[config.mk]
export PLATFORM = sky130hd
export DESIGN_NAME = bcd_digit_converter
export DESIGN_NICKNAME = d
export VERILOG_FILES = /design/src/rtl/bcd_digit_converter.sv
export SDC_FILE = /design/constraint.sdc
export NUM_CORES = 1
export LEC_CHECK = 0
export BUFFER_PORTS_ARGS = -buffer_cell sky130_fd_sc_hd__buf_2
export CAP_MARGIN = 20
export CELL_PAD_IN_SITES_DETAIL_PLACEMENT = 0
export CELL_PAD_IN_SITES_GLOBAL_PLACEMENT = 1
export CORE_ASPECT_RATIO = 1.1
export CORE_MARGIN = 5
export CORE_UTILIZATION = 30
export DETAILED_ROUTE_END_ITERATION = 10
export GPL_TIMING_DRIVEN = 0
export PLACE_DENSITY = 0.69
export SLEW_MARGIN = 30
export SYNTH_ARGS = -nofsm -noshare
export SYNTH_HDL_FRONTEND = slang
export SYNTH_SLANG_ARGS = --single-unit
[constraint.sdc]
create_clock -name clk -period 3.1 [get_ports clk]
set_input_delay 0.31 -clock clk [delete_from_list [all_inputs] [get_ports clk]]
set_output_delay 0.31 -clock clk [all_outputs]
set_load 0.01 [all_outputs]
[src/rtl/bcd_digit_converter.sv]
// ============================================================================
// Module      : bcd_digit_converter
// Description : Iterative double-dabble binary-to-BCD converter that commits
//               eight display digits atomically with optional zero blanking.
// Revision    : 1.0 - initial release
// ============================================================================
`default_nettype none

module bcd_digit_converter #(
  parameter int BIN_W    = 27,
  parameter bit BLANK_LZ = 1'b1
) (
  input  logic             clk,
  input  logic             rst_n,
  input  logic             i_start,
  input  logic [BIN_W-1:0] i_bin,
  output logic             o_busy,
  output logic             o_done,
  output logic             o_overflow,
  output logic [3:0]       o_dig0,
  output logic [3:0]       o_dig1,
  output logic [3:0]       o_dig2,
  output logic [3:0]       o_dig3,
  output logic [3:0]       o_dig4,
  output logic [3:0]       o_dig5,
  output logic [3:0]       o_dig6,
  output logic [3:0]       o_dig7
);

  localparam logic [4:0] c_LAST   = 5'(BIN_W - 1);
  localparam logic [3:0] c_RST_HI = BLANK_LZ ? 4'hF : 4'h0;

  typedef enum logic [1:0] {
    S_IDLE = 2'd0,
    S_CONV = 2'd1,
    S_FIN  = 2'd2
  } state_t;

  state_t             r_state;
  state_t             w_next;
  logic [BIN_W-1:0]   r_shift;
  logic [31:0]        r_acc;
  logic [4:0]         r_cnt;
  logic               r_ovf_flag;
  logic               r_done;
  logic               r_overflow;
  logic [31:0]        r_dig;

  logic               w_sat;
  logic [BIN_W-1:0]   w_bin_cap;
  logic [31:0]        w_adj;
  logic [7:1]         w_lead;
  logic [31:0]        w_dig;

  // Only a full 27-bit input can exceed eight decimal digits.
  generate
    if (BIN_W >= 27) begin : g_sat
      localparam logic [BIN_W-1:0] c_MAX = BIN_W'(99_999_999);
      assign w_sat     = (i_bin > c_MAX);
      assign w_bin_cap = w_sat ? c_MAX : i_bin;
    end else begin : g_nosat
      assign w_sat     = 1'b0;
      assign w_bin_cap = i_bin;
    end
  endgenerate

  always_ff @(posedge clk or negedge rst_n) begin
    if (!rst_n) begin
      r_state <= S_IDLE;
    end else begin
      r_state <= w_next;
    end
  end

  always_comb begin
    w_next = r_state;
    case (r_state)
      S_IDLE:  if (i_start) w_next = S_CONV;
      S_CONV:  if (r_cnt == c_LAST) w_next = S_FIN;
      S_FIN:   w_next = S_IDLE;
      default: w_next = S_IDLE;
    endcase
  end

  always_comb begin
    w_adj = r_acc;
    for (int i = 0; i < 8; i++) begin
      if (r_acc[i*4 +: 4] >= 4'd5) begin
        w_adj[i*4 +: 4] = r_acc[i*4 +: 4] + 4'd3;
      end
    end
  end

  // w_lead[i] is set when digit i and every digit above it are zero.
  always_comb begin
    w_lead    = '0;
    w_lead[7] = (r_acc[31:28] == 4'd0);
    for (int i = 6; i >= 1; i--) begin
      w_lead[i] = w_lead[i+1] && (r_acc[i*4 +: 4] == 4'd0);
    end
    w_dig = r_acc;
    for (int i = 1; i < 8; i++) begin
      if (BLANK_LZ && w_lead[i]) begin
        w_dig[i*4 +: 4] = 4'hF;
      end
    end
  end

  always_ff @(posedge clk or negedge rst_n) begin
    if (!rst_n) begin
      r_shift    <= '0;
      r_acc      <= '0;
      r_cnt      <= '0;
      r_ovf_flag <= 1'b0;
      r_done     <= 1'b0;
      r_overflow <= 1'b0;
      r_dig      <= {{7{c_RST_HI}}, 4'h0};
    end else begin
      r_done <= 1'b0;
      case (r_state)
        S_IDLE: begin
          if (i_start) begin
            r_shift    <= w_bin_cap;
            r_ovf_flag <= w_sat;
            r_acc      <= '0;
            r_cnt      <= '0;
          end
        end
        S_CONV: begin
          {r_acc, r_shift} <= {w_adj, r_shift} << 1;
          r_cnt            <= r_cnt + 5'd1;
        end
        S_FIN: begin
          r_dig      <= w_dig;
          r_overflow <= r_ovf_flag;
          r_done     <= 1'b1;
        end
        default: ;
      endcase
    end
  end

  assign o_busy     = (r_state != S_IDLE);
  assign o_done     = r_done;
  assign o_overflow = r_overflow;
  assign o_dig0     = r_dig[3:0];
  assign o_dig1     = r_dig[7:4];
  assign o_dig2     = r_dig[11:8];
  assign o_dig3     = r_dig[15:12];
  assign o_dig4     = r_dig[19:16];
  assign o_dig5     = r_dig[23:20];
  assign o_dig6     = r_dig[27:24];
  assign o_dig7     = r_dig[31:28];

endmodule

`default_nettype wire

# Word-level counts from Yosys, hierarchy flattened
# Index checks and enable logic that the tools add are counted.
# classes
addsub,9
n_lt_le_gt_ge,9
n_eq_ne,5
mux,26
n_reduce_logical,19
# ops
op,count
$pmux 32 s2,1
$mux 4,14
$mux 27,2
$pmux 27 s2,1
$ge 4x3->1 const B,8
$mux 32,1
$add 4x2->4 const B,7
$logic_not 4->1,7
$gt 27x27->1 const B,1
$pmux 5 s2,1
$logic_and 1x1->1,6
$reduce_and 2->1,3
$add 5x1->5 const B,1
$eq 5x5->1 const B,1
$mux 5,1
$mux 2,2
$ne 2x2->1 const B,2
$pmux 2 s2,1
$reduce_bool 2->1,2
$add 3x2->3 const B,1
$mux 3,1
$eq 2x1->1 const B,1
$eq 2x2->1 const B,1
$logic_not 2->1,1
$mux 1,1
# word_totals
regBits,101
inputBits,30
output_inout_bits,35
elab_cells,76

# Longest topological paths before layout
# logic_depth
depth_word,8
mapped_depth,7
depth_no_buf,7

# Worst setup path after synthesis
# OpenSTA, ideal clock, no wires.
# synth_path
path_kind,reg-to-reg
from,register r_acc[28]
to,register r_dig[4]
setup_ps,58
arrival_time_ps,1679
required_ps,3042
path_slack_ps,1363
path_stages_with_launch,8
n_path_buf,0
period_less_slack_ps,1737
path_cell_list,dfrtp_1 -> inv_1 -> ha_1 -> nor3b_4 -> nand3_4 -> nor4_4 -> a21bo_4 -> o22a_2
# synth_between
elab_chain_cells,8
# synth_rtl
element,line,text
start: declaration,42,logic [31:0] r_acc;
start signal: assignment,130,"{r_acc, r_shift} <= {w_adj, r_shift} << 1;"
$logic_not 4->1,97,w_lead[7] = (r_acc[31:28] == 4'd0);
$logic_and 1x1->1 (6 in a row),99,w_lead[i] = w_lead[i+1] && (r_acc[i*4 +: 4] == 4'd0);
$mux 4,103,if (BLANK_LZ && w_lead[i]) begin
end signal: assignment,117,"r_dig <= {{7{c_RST_HI}}, 4'h0};"
end signal: assignment,134,r_dig <= w_dig;
end: declaration,47,logic [31:0] r_dig;
# No other way between the ends.
# A chain may end at the register's enable or synchronous reset.

# Final worst setup path
# layout_path
from,register r_state[1]
to,register r_shift[1]
# layout_between
elab_chain_cells,3
elab_cells_between_ends,6
classes_between,eq/ne (2); mux (1); reduce/logical (3)
# layout_rtl
element,line,text
start: declaration,39,state_t r_state;
start signal: assignment,71,r_state <= w_next;
$eq 2x1->1 / $logic_not 2->1 (equally long branches),120,case (r_state)
$reduce_bool 2->1 (no source line) / $ne 2x2->1 (equally long branches),n/a,
$reduce_and 2->1 (no source line),n/a,
end signal: assignment,123,r_shift <= w_bin_cap;
end signal: assignment,130,
end: declaration,41,logic [BIN_W-1:0] r_shift;
# Parallel ways exist; a longest one is shown, timed or not.

==> impl_results.md <==
* Fin. max-slew vios at 0
* Worst-path maximum fanout at 10
* Syn_nets at 555
* Worst setup SP type: flop
* Hold Crit Class: in -> reg
* Synth top cells by count: dfrtp_1 (73), o21ai_0 (50), nor2_1 (45), a21oi_1 (44), nand2_1 (34)
* Commonest register cell after synthesis: dfrtp_1
* GRT overflow at 0
* GRT Overall Usage at 13.5%
* Share of the synthesized area in the top cell type at 36.3%
* Die Span Y at 146 um
* Maximum VDD drop at 0.310 mV
* Setup TNS at 0 ns
* Total core area at 16400 um2
* Vias in the first global route at 4106
* Run status: completed
* Boundary Pins at 65
* Worst slew pin tran at 0.663 ns
* Unrepaired setup endpoints after global routing: false
* Largest net degree at the start of global routing at 60
* Worst endpoint required time at 3.30 ns
* Worst hold margin at 0.180 ns
* Ys async rst share at 100%
* CTS clk-pin slew, worst paths at 0.07 ns
* Routability cong. at 0.856
* Cell taking the most area after synthesis: dfrtp_1
* Detailed-route DRC error count at 0
* Post-synth EDFFs at 0
* # Max-Cap Violations at 0
* Number of library cell types mapped by synthesis at 50
* Nets at 632
* F_max at 0.488 GHz
* N_diodes at 0
* Mapped cell area at 5030 um2
* First-pass GRT wire length at 21.0 mm
* Mean Syn Cell Area at 10.0 um2
* Power Density at 917 nW/um2
* Post-CTS Resized at 0
* Area of the die at 19500 um2
* DRT antenna net count at 0
* Max Root-Sink Buffers at 2
* Die Span X at 133 um
* Final period util at 66.1%
* Share of layout cells above drive strength 1 at 23.7%
* Fill count at 1646
* Tmin final at 2.05 ns
* HPWL Detailed at 9.03 mm
* Vias per cell at 5.04
* Area delta synth->final at 18.9%
* Routed via count at 3968
* TritonCTS clock tree: built
* Num rows at 49
* Port Buffers at 64
* Critical path class: reg -> reg
* Initial antenna violation count at 0
* Seq/Total Area, Yosys at 50.9%
* Pre-antenna DRT Iters at 5
* Clk sink count at 101
* H-tree depth at 3
* Synth top area cells: dfrtp_1 (36%), dfstp_2 (15%), ha_1 (6.0%)
* Avg WL per Cell at 15.9 um
* Setup-failing EPs final at 0
* Number of synthesized register bits at 101
* Pleak at 0.00265 uW
* TritonCTS buffer count at 9
* Setup Skew at 0.00621 ns
* CP arrival at 2.25 ns
* CTS root buffer: clkbuf_16
* Cells after Synth at 501
* Yosys warns at 0
* Clk_lat worst skew at 0.35 ns
* Hold Fails Final Rpt at 0
* Relative slew margins at 55.8%
* Count leader, synth: dfrtp_1
* DRT iter0 DRCs at 154
* Initial Util at 30.6%
* Total wire length at 12.5 mm
* Setup crit end kind: flop
metal layers:
layer | vias to the layer above | global-route usage (%) | wire (um)
li1 | 1946 | - | -
met1 | 1909 | 17.8 | 5890
met2 | 101 | 20.7 | 5710
met3 | 12 | 4.77 | 774
met4 | 0 | 4.32 | 138
met5 | - | 0 | 0
registers in the layout, indices dropped and copies added, names as in the netlist:
register and flops:
r_acc 32, r_shift 27, r_state 2, r_ovf_flag 1, o_done 1, r_dig 32
o_overflow 1, r_cnt 5
report_power, final:
group	total, uW	switching [uW]	internal [uW]
sequential	2240	444	1790
combinational	2020	1150	876
clock	1220	501	721
total	5480	2090	3390
what timing repair did:
| action | 4_1_cts | 5_1_grt |
|---|---|---|
| endpoints found under the hold margin | 38 | 0 |
| buffers inserted | 0 | 0 |
| hold buffers | 1 | 0 |
| endpoints found under the setup margin | 0 | 0 |
worst max-delay path: stages, from the launching register on:
cell and delay (ns):
dfrtp_1 0.37, nand2b_1 0.13, clkbuf_1 0.52, o21ai_1 0.19, a31oi_1 0.49, o21ai_0 0.20
cells by family (layout without fill, tap and decap cells):
kind of cell	count (synthesis)	in the layout	synth area share, %
and+or+nand+nor	131	131	12.9
AOI/OAI and AO/OA	171	171	22.3
DFF	101	101	50.9
xor gates and xnor gates	9	9	1.57
adders and majority gates	24	24	5.97
muxes	9	9	1.92
buffers and inverters	56	138	4.45
cell usage in the layout (no fill, tap or decap), types with 2 or more instances in the layout:
cell type / count
a22o_1: 3
a2bb2oi_1: 7
clkinv_2: 3
inv_1: 32
nand2b_1: 8
mux2_2: 5
a21o_1: 4
dfrtp_1: 73
clkbuf_1: 12
a21oi_1: 44
mux2i_1: 4
clkbuf_16: 11
nor2b_1: 2
a31oi_1: 6
buf_2: 74
o32ai_1: 5
or2b_1: 2
nor3b_1: 3
o21ai_0: 50
ha_1: 24
o31ai_1: 13
o22a_2: 4
a32o_1: 8
nor2_1: 45
o22a_1: 12
nand4_1: 4
xnor2_1: 8
nand3_1: 22
dfstp_2: 28
a22oi_1: 4
nand2_1: 34
o211ai_1: 4
through the flow:
step                      power, uW  cell area [um2]  setup WS (ns)  util [%]  cells
after floorplan                3690             5030           1.36         -    501
after global placement         4200             5610          0.649      34.1    769
after detailed placement       4290             5640           1.03      34.3    770
after CTS                      5550             5980          0.984      36.4    787
after global routing           5950             5980          0.851      36.4    787
final                          5480             5980           1.05      36.4    787
cell type report:
type	instances	area [um2]	area share [%]
buffer	24	104	1.74
multi-input combinational	344	2240	37.5
sequential	101	2560	42.9
clock buffer	11	275	4.60
tap	204	255	4.27
clock inverter	5	53.8	0.900
timing repair buffer	66	364	6.09
inverter	32	120	2.01
worst paths after layout:
check / slack (ns) / cells past startpoint / to / from
min: 0.18 / 2 / r_shift[9]$_DFFE_PN0P_ / i_bin[9]
min in group asynchronous: 0.45 / 2 / r_acc[31]$_DFFE_PN0P_ / rst_n
min reg2reg: 0.48 / 2 / r_shift[15]$_DFFE_PN0P_ / r_shift[15]$_DFFE_PN0P_
max: 1.05 / 5 / r_shift[1]$_DFFE_PN0P_ / r_state[1]$_DFFE_PN0P_
max reg2reg: 1.05 / 5 / r_shift[1]$_DFFE_PN0P_ / r_state[1]$_DFFE_PN0P_
max in group asynchronous: 1.96 / 3 / r_dig[17]$_DFFE_PN1P_ / rst_n
No activity file was read; power rests on OpenSTA's default activity.
